===== src/rtl/vdg_pixel_serialiser_if.sv =====
// Fetch-side / pixel-side signal bundle for the VDG pixel serialiser.
// The master drives the byte fetch and mode inputs; the slave (the serialiser)
// returns the dot stream and status flags.
interface vdg_pixel_serialiser_if #(
  parameter int unsigned DATA_W = 8
);
  logic              PixClkEn;
  logic              Load;
  logic [DATA_W-1:0] Data;
  logic              AnG;
  logic              AnS;
  logic [2:0]        GM;
  logic              Inv;
  logic [3:0]        Row;
  logic [1:0]        Pix;
  logic [2:0]        Color;
  logic              PixValid;
  logic              LoadReq;
  logic              selAlpha;
  logic              selSemi;
  logic              Divider;
  logic              Underrun;

  modport master (
    output PixClkEn, Load, Data, AnG, AnS, GM, Inv, Row,
    input  Pix, Color, PixValid, LoadReq, selAlpha, selSemi, Divider, Underrun
  );

  modport slave (
    input  PixClkEn, Load, Data, AnG, AnS, GM, Inv, Row,
    output Pix, Color, PixValid, LoadReq, selAlpha, selSemi, Divider, Underrun
  );
endinterface


===== src/rtl/vdg_pixel_serialiser.sv =====
// Registered VDG pixel serialiser: latches one fetched byte plus its display
// mode on Load and emits it dot by dot as alpha, SG4 semigraphics or
// 1/2 bpp graphics (optionally divided by two horizontally).
module vdg_pixel_serialiser #(
  parameter int unsigned DATA_W = 8,
  parameter int unsigned CNT_W  = $clog2(2 * DATA_W)
) (
  input logic                  Clk,
  input logic                  Reset,
  vdg_pixel_serialiser_if.slave bus
);

  typedef enum logic {IDLE, ACTIVE} state_t;

  state_t            state;
  logic [DATA_W-1:0] data_q;
  logic              ang_q;
  logic              ans_q;
  logic              inv_q;
  logic [2:0]        gm_q;
  logic [CNT_W-1:0]  idx_q;

  logic [DATA_W-1:0] sel_data;
  logic              sel_ang;
  logic              sel_ans;
  logic              sel_inv;
  logic [2:0]        sel_gm;
  logic [CNT_W-1:0]  sel_idx;
  logic [CNT_W-1:0]  last_idx;
  logic [CNT_W-1:0]  pair_idx;
  logic              sel_div;
  logic              sel_left;
  logic              sel_top;
  logic              quad_bit;
  logic [DATA_W-1:0] shifted;
  logic [1:0]        dot_pix;
  logic [2:0]        dot_color;

  // Next dot: a Load presents dot 0 of the incoming byte/mode, otherwise the
  // following dot of the byte in flight. Row is taken live for SG4.
  always_comb begin
    sel_data  = bus.Load ? bus.Data : data_q;
    sel_ang   = bus.Load ? bus.AnG  : ang_q;
    sel_ans   = bus.Load ? bus.AnS  : ans_q;
    sel_inv   = bus.Load ? bus.Inv  : inv_q;
    sel_gm    = bus.Load ? bus.GM   : gm_q;
    sel_idx   = bus.Load ? '0 : idx_q + CNT_W'(1);
    sel_div   = sel_ang & (sel_gm == 3'b000);
    last_idx  = sel_div ? CNT_W'(2 * DATA_W - 1) : CNT_W'(DATA_W - 1);
    pair_idx  = sel_div ? (sel_idx >> 2) : (sel_idx >> 1);
    sel_left  = sel_idx < CNT_W'(DATA_W / 2);
    sel_top   = bus.Row < 4'd6;
    quad_bit  = sel_top ? (sel_left ? sel_data[3] : sel_data[2])
                        : (sel_left ? sel_data[1] : sel_data[0]);
    shifted   = '0;
    dot_pix   = '0;
    dot_color = '0;
    if (!sel_ang) begin
      if (sel_ans) begin
        dot_pix   = {1'b0, quad_bit};
        dot_color = sel_data[6:4];
      end else begin
        shifted = sel_data << sel_idx;
        dot_pix = {1'b0, shifted[DATA_W-1] ^ sel_inv};
      end
    end else if (sel_gm[0]) begin
      shifted = sel_data << (sel_idx >> sel_div);
      dot_pix = {1'b0, shifted[DATA_W-1]};
    end else begin
      // 2 bpp: shift by whole pairs so the current pair lands in the top bits
      shifted = sel_data << {pair_idx, 1'b0};
      dot_pix = shifted[DATA_W-1 -: 2];
    end
  end

  // Byte/mode capture, dot sequencing and registered outputs.
  always_ff @(posedge Clk) begin
    if (Reset) begin
      state        <= IDLE;
      data_q       <= '0;
      ang_q        <= 1'b0;
      ans_q        <= 1'b0;
      inv_q        <= 1'b0;
      gm_q         <= '0;
      idx_q        <= '0;
      bus.Pix      <= '0;
      bus.Color    <= '0;
      bus.PixValid <= 1'b0;
      bus.LoadReq  <= 1'b0;
      bus.selAlpha <= 1'b0;
      bus.selSemi  <= 1'b0;
      bus.Divider  <= 1'b0;
      bus.Underrun <= 1'b0;
    end else if (bus.PixClkEn) begin
      if (bus.Load) begin
        state        <= ACTIVE;
        data_q       <= bus.Data;
        ang_q        <= bus.AnG;
        ans_q        <= bus.AnS;
        inv_q        <= bus.Inv;
        gm_q         <= bus.GM;
        idx_q        <= '0;
        bus.Pix      <= dot_pix;
        bus.Color    <= dot_color;
        bus.PixValid <= 1'b1;
        bus.LoadReq  <= (sel_idx == last_idx);
        bus.selAlpha <= !bus.AnG & !bus.AnS;
        bus.selSemi  <= !bus.AnG & bus.AnS;
        bus.Divider  <= sel_div;
      end else if (state == ACTIVE) begin
        if (idx_q == last_idx) begin
          state        <= IDLE;
          bus.Pix      <= '0;
          bus.Color    <= '0;
          bus.PixValid <= 1'b0;
          bus.LoadReq  <= 1'b0;
          bus.Underrun <= 1'b1;
        end else begin
          idx_q        <= sel_idx;
          bus.Pix      <= dot_pix;
          bus.Color    <= dot_color;
          bus.LoadReq  <= (sel_idx == last_idx);
        end
      end
    end
  end

endmodule

===== src/flat_wrapper.sv =====
// flat-port wrapper written by rule: the top's interface ports become plain ports
module vdg_pixel_serialiser_flat 
#(
  parameter int unsigned DATA_W = 8,
  parameter int unsigned CNT_W  = $clog2(2 * DATA_W)
)
  (Clk, Reset, bus_PixClkEn, bus_Load, bus_Data, bus_AnG, bus_AnS, bus_GM, bus_Inv, bus_Row, bus_Pix, bus_Color, bus_PixValid, bus_LoadReq, bus_selAlpha, bus_selSemi, bus_Divider, bus_Underrun);
  vdg_pixel_serialiser_if #(.DATA_W(DATA_W)) bus_i ();
  input logic Clk;
  input logic Reset;
  input wire logic [$bits(bus_i.PixClkEn)-1:0] bus_PixClkEn;
  input wire logic [$bits(bus_i.Load)-1:0] bus_Load;
  input wire logic [$bits(bus_i.Data)-1:0] bus_Data;
  input wire logic [$bits(bus_i.AnG)-1:0] bus_AnG;
  input wire logic [$bits(bus_i.AnS)-1:0] bus_AnS;
  input wire logic [$bits(bus_i.GM)-1:0] bus_GM;
  input wire logic [$bits(bus_i.Inv)-1:0] bus_Inv;
  input wire logic [$bits(bus_i.Row)-1:0] bus_Row;
  output wire logic [$bits(bus_i.Pix)-1:0] bus_Pix;
  output wire logic [$bits(bus_i.Color)-1:0] bus_Color;
  output wire logic [$bits(bus_i.PixValid)-1:0] bus_PixValid;
  output wire logic [$bits(bus_i.LoadReq)-1:0] bus_LoadReq;
  output wire logic [$bits(bus_i.selAlpha)-1:0] bus_selAlpha;
  output wire logic [$bits(bus_i.selSemi)-1:0] bus_selSemi;
  output wire logic [$bits(bus_i.Divider)-1:0] bus_Divider;
  output wire logic [$bits(bus_i.Underrun)-1:0] bus_Underrun;
  assign bus_i.PixClkEn = bus_PixClkEn;
  assign bus_i.Load = bus_Load;
  assign bus_i.Data = bus_Data;
  assign bus_i.AnG = bus_AnG;
  assign bus_i.AnS = bus_AnS;
  assign bus_i.GM = bus_GM;
  assign bus_i.Inv = bus_Inv;
  assign bus_i.Row = bus_Row;
  assign bus_Pix = bus_i.Pix;
  assign bus_Color = bus_i.Color;
  assign bus_PixValid = bus_i.PixValid;
  assign bus_LoadReq = bus_i.LoadReq;
  assign bus_selAlpha = bus_i.selAlpha;
  assign bus_selSemi = bus_i.selSemi;
  assign bus_Divider = bus_i.Divider;
  assign bus_Underrun = bus_i.Underrun;
  vdg_pixel_serialiser #(.DATA_W(DATA_W), .CNT_W(CNT_W)) u_core (.Clk(Clk), .Reset(Reset), .bus(bus_i));
endmodule

===== config.mk =====
export PLATFORM = sky130hd
export DESIGN_NAME = vdg_pixel_serialiser_flat
export DESIGN_NICKNAME = d
export VERILOG_FILES = /design/src/rtl/vdg_pixel_serialiser_if.sv /design/src/rtl/vdg_pixel_serialiser.sv /design/src/flat_wrapper.sv
export SDC_FILE = /design/constraint.sdc
export NUM_CORES = 1
export LEC_CHECK = 0
export CAP_MARGIN = 20
export CORE_ASPECT_RATIO = 1.2
export CORE_MARGIN = 2
export CORE_UTILIZATION = 40
export CTS_CLUSTER_DIAMETER = 150
export DETAILED_ROUTE_END_ITERATION = 16
export PLACE_DENSITY = 0.72
export RECOVER_POWER = 100
export SYNTH_ARGS = -nofsm -noshare
export SYNTH_HDL_FRONTEND = slang
export SYNTH_SLANG_ARGS = --single-unit

===== constraint.sdc =====
create_clock -name Clk -period 3.6 [get_ports Clk]
set_input_delay 0.36 -clock Clk [delete_from_list [all_inputs] [get_ports Clk]]
set_output_delay 0.36 -clock Clk [all_outputs]
set_load 0.02 [all_outputs]

# After elaboration in Yosys (flattened, before gate mapping)
# Cells that the tools add are included.
# op_classes
reduce_logical,10
n_eq_ne,3
muxes,34
bitwise,5
addsub,1
n_lt_le_gt_ge,2
shift,4
# ops
operator,n
$mux 3,7
$mux 4,5
$mux 1,16
$shl 8x4->8,2
$mux 2,5
$eq 4x4->1,2
$lt 4x3->1 const B,2
$mux 8,1
$shl 8x5->8,1
$reduce_and 3->1,2
$add 4x1->4 const B,1
$reduce_and 2->1,2
$reduce_and 4->1,1
$reduce_bool 2->1,2
$shr 4x1->4,1
$and 1x1->1,3
$logic_not 3->1,1
$logic_not 1->1,2
$ne 2x2->1 const B,1
$not 1->1,1
$xor 1x1->1,1
# word_totals
wordCells,74
regBits,30
out_inout_bits,11

# Logic depth before layout (Yosys ltp)
# logic_depth
ltp_word,10
ltp_mapped,8
ltp_nobuf,8

# Worst setup path before layout
# Ideal clock, no wire load.
# synth_timing
path_kind,reg2reg
start,register u_core.idx_q[0]
end,register u_core.bus.Pix[1]
path_buffers,0
synth_period_minus_slack_ps,2172
path_stages_with_launch,9
path_slack_ps,1428
t_arrival_ps,2107
setup_ps,65
cell_sequence,dfxtp_1 > ha_1 > xnor2_1 > nor2b_2 > a211oi_2 > mux4_2 > nor4_1 > a21oi_1 > nor2_1
# synth_via
elab_chain_cells,9
elab_cells_between_ends,10
cone_classes,add/sub (1); eq/ne (1); shift (1); mux (7)
# synth_rtl
item,line_no,source
"start, declared",vdg_pixel_serialiser.sv:21,logic [CNT_W-1:0] idx_q;
"start signal, assigned",vdg_pixel_serialiser.sv:119,idx_q <= sel_idx;
$add 4x1->4,vdg_pixel_serialiser.sv:47,sel_idx = bus.Load ? '0 : idx_q + CNT_W'(1);
$mux 4,vdg_pixel_serialiser.sv:47,
$mux 3,vdg_pixel_serialiser.sv:50,pair_idx = sel_div ? (sel_idx >> 2) : (sel_idx >> 1);
$shl 8x5->8,vdg_pixel_serialiser.sv:71,"shifted = sel_data << {pair_idx, 1'b0};"
$mux 2,vdg_pixel_serialiser.sv:66,end else if (sel_gm[0]) begin
$mux 2,vdg_pixel_serialiser.sv:58,if (!sel_ang) begin
$mux 2,vdg_pixel_serialiser.sv:111,if (idx_q == last_idx) begin
$mux 2,vdg_pixel_serialiser.sv:110,end else if (state == ACTIVE) begin
$mux 2 *,vdg_pixel_serialiser.sv:95,if (bus.Load) begin
"end signal, assigned",vdg_pixel_serialiser.sv:103,bus.Pix <= dot_pix;
"end signal, assigned",vdg_pixel_serialiser.sv:120,bus.Pix <= dot_pix;
"end, declared",vdg_pixel_serialiser_if.sv:31,"output Pix, Color, PixValid, LoadReq, selAlpha, selSemi, Divider, Underrun"
# Every way passes the cells marked *; elsewhere a longest branch is shown, timed or not. The select of a mux whose other input is x is not followed.
# A chain may end at the register's enable or synchronous reset.

# Worst setup path in the final report
# layout_timing
start,input port bus_Load
end,register u_core.bus.Divider
# layout_via
elab_chain_cells,3
elab_cells_between_ends,5
cone_classes,mux (2); bitwise (1); reduce/logical (2)
# layout_rtl
item,line_no,source
"start, declared",flat_wrapper.sv:12,input wire logic [$bits(bus_i.Load)-1:0] bus_Load;
$mux 3,vdg_pixel_serialiser.sv:46,sel_gm = bus.Load ? bus.GM : gm_q;
$logic_not 3->1,vdg_pixel_serialiser.sv:48,sel_div = sel_ang & (sel_gm == 3'b000);
$and 1x1->1,vdg_pixel_serialiser.sv:48,
"end signal, assigned",vdg_pixel_serialiser.sv:109,bus.Divider <= sel_div;
"end, declared",vdg_pixel_serialiser_if.sv:31,
# Several ways; a longest one is shown, not always the timed one.

==> impl_results.md <==
- Status: complete, no violations
- Via count: 1548
- Vias in the first global route: roughly 1.5k
- Pre-CTS worst setup slack: 0.906 ns
- Crit path capture type: register
- Worst-case vdd ir drop: around 280 uV
- Layout cells sized above 1: 0.0857
- Post-route cell area: 0.00212 sq mm
- Fillers: 403
- Cell area after synthesis: about 0.0017 sq mm
- Final setup violation count: 0
- Die X: between 60 and 70 um
- Setup TNS: 0 ns
- Core outline area: 0.00397 sq mm
- Setup crit start kind: primary input
- Die height: 75.0 um
- Critical path data arrival time: 3.01 ns
- Worst Tran Pin Value: slightly above 0.9 ns
- H-tree depth: 2
- Wirelength per Cell: 13.3 um
- Top cell type's share of synthesized area: 0.358
- Yosys reg bits: 30
- Fin crit period: 2.82 ns
- Pwr dens: 353 mW/mm^2
- Starting Density: 0.423
- Cell-by-cell trace of the critical path: dlygate4sd3_1 > clkbuf_1 > and2_0 > nor2_1 > a211oi_1
- Worst slew margin: 0.387
- Critical Path RT: 3.79 ns
- Number of resized instances in the post-cts repair step: 0
- Ys Warns: 0
- CP Max Fanout: 18
- Synth Area per Inst: 7.85 sq um
- First drt pass iteration count: 4
- CTS Root Cell: clkbuf_8
- Final ANT Viol Nets: 0
- Multi-input gate area: 993 sq um
- FMAX: between 300 and 400 MHz
- Worst Skew: ~0.0046 ns
- First-pass GRT wire length: 6730 um
- Dpl cell area: slightly above 0.002 sq mm
- Pleak: 0.777 nW
- First-iteration detailed-routing DRC count: 44
- I/O Buffers: 31
- Smallest setup slack after layout: about 0.78 ns
- GP Congestion: 0.819
- Seq. cell area: around 600 sq um
- Rows: 25
- WS Path Type: primary input to register
- Final Hold Viols: 0
- Maxcap violations: 0
- DRC: 0
- Total routed wirelength: 3990 um
- Synth cell types: 38
- Hold_buf cts: 0
- CP peak stage delay: 0.91 ns
- GRT Residual Overflow: 0
- Clock sink total: 30
- DR vias/cell: just over 5
- Largest net degree at the start of global routing: 33
- Min Hold Slack: 0.453 ns
- Dpl hpwl: 2940 um
- Ports: 33
- GRT Total Usage: 0.185
- Synth area leaders: dfxtp_1 (36%), nand2_1 (8.7%), a21oi_1 (8.3%)
- Fin nets: 268
- Clock latency on the worst-skew pair: ~0.28 ns
- RSZ-0062 raised after global routing: no
- Post-Syn Nets: 238
- Total power: 0.750 mW
- Post-CTS setup buffers: 0
- Antenna diode count: 0
- Antenna violations before repair: 0
- Full die area: around 0.0047 sq mm
- CTS buffer count: 5
- Gate count after technology mapping: 214
- Register area share after synthesis: 0.358
- Slew Limit Fails: 0
- Period utilisation layout: 0.782
- Layout area overhead: 26.5%
- Worst min path class: register to register
- CTS clk-pin slew, worst paths: 0.06 ns
- CTS tree: built
- Synth area leader: dfxtp_1
- Maximum clock path buffer count: 2
- CP max stage cell: dlygate4sd3_1
-- area by class of cell --
cell class / instances / share of cell area
well taps: 54 / 0.0318
repair buffers: 37 / 0.166
clock inverters: 1 / 0.00236
inverters: 5 / 0.00884
multi-input cells: 165 / 0.468
clock buffers: 7 / 0.0407
flip-flops and latches: 30 / 0.283
-- per-layer routing --
metal  routed length, um  GRT usage  up-vias  part of all wire
met4                  68     0.0815        0             0.017
met3                 170     0.0404        5             0.043
met1                1770      0.213      709              0.44
met2                1980      0.333       34              0.50
li1                    -          -      800                 -
met5                   0          0        -                 0
-- worst max-delay path: cells and delay by family --
family | cells | cell delay (ns)
AND/OR/NAND/NOR | 2 | 0.90
AO/OA/AOI/OAI | 1 | 0.23
buffers and inverters | 2 | 1.51
-- where the power goes --
| group | switching, mW | internal [mW] | total, mW |
|---|---|---|---|
| combinational | 0.0642 | 0.0582 | 0.122 |
| sequential | 0.00896 | 0.344 | 0.353 |
| clock | 0.120 | 0.154 | 0.274 |
-- cells in the mapped netlist, drive strengths merged --
master  count
mux2i      13
ha          2
a211oi      5
nand2      39
a22oi       4
dfxtp      30
nor2b       5
o21ba       1
nor3        5
nor3b       2
xnor2       3
a31oi       1
clkbuf      6
o211ai      1
buf         8
a211o       1
mux2        3
or3         1
a21oi      28
or4         1
o31a        1
nand3       3
inv         5
nor2       24
o22ai       1
nand2b      2
a32oi       1
nor4        2
nor4b       2
and2        1
o21ai       8
xor2        2
o21bai      1
mux4        2
-- placed cells by master, fill, tap and decap left out, types with 2 or more instances in the layout --
cell,count
ha_1,2
nand2_1,39
nor3b_1,2
nor3_1,5
dfxtp_1,30
a22oi_1,4
buf_4,5
clkbuf_8,6
o21ai_0,8
xnor2_1,3
mux4_2,2
xor2_1,2
mux2_2,3
nor2b_1,4
a21oi_1,28
inv_1,5
nor2_1,24
nand3_1,3
clkbuf_1,2
dlygate4sd3_1,12
nand2b_1,2
clkdlybuf4s50_1,19
mux2i_1,13
nor4_1,2
a211oi_1,5
-- flip-flops by register name (all words and copies together) (netlist names) --
register             cells
u_core.data_q            8
u_core.bus.Pix           2
u_core.bus.PixValid      1
u_core.state             1
u_core.bus.selSemi       1
u_core.ang_q             1
u_core.idx_q             4
u_core.ans_q             1
u_core.gm_q              3
u_core.bus.Color         3
u_core.inv_q             1
u_core.bus.selAlpha      1
u_core.bus.Underrun      1
u_core.bus.LoadReq       1
u_core.bus.Divider       1
-- cells by family (layout without fill, tap and decap cells) --
family / count (synthesis) / in the layout / synth area share
muxes: 18 / 18 / 0.124
and+or+nand+nor: 87 / 87 / 0.240
xor gates and xnor gates: 5 / 5 / 0.0261
AOI/OAI and AO/OA: 53 / 53 / 0.189
adders and majority gates: 2 / 2 / 0.0149
DFF: 30 / 30 / 0.358
buffers and inverters: 19 / 50 / 0.0477
-- path summary, 6_finish.rpt --
path | start | to | slack, ns | depth (start not counted)
setup / recovery | bus_Load | u_core.bus.Divider | 0.78 | 5
setup reg to reg | u_core.idx_q[0] | u_core.bus.Pix[1] | 0.85 | 9
hold reg to reg | u_core.bus.selSemi | u_core.bus.selSemi | 0.45 | 2
hold / removal | u_core.bus.selSemi | u_core.bus.selSemi | 0.45 | 2
-- per-stage QoR --
step,instances,utilization
2_1_floorplan,214,-
3_3_place_gp,291,0.514
3_5_place_dp,291,0.514
4_1_cts,299,0.537
5_1_grt,299,0.534
6_report,299,0.534
No activity file was read; power rests on OpenSTA's default activity.
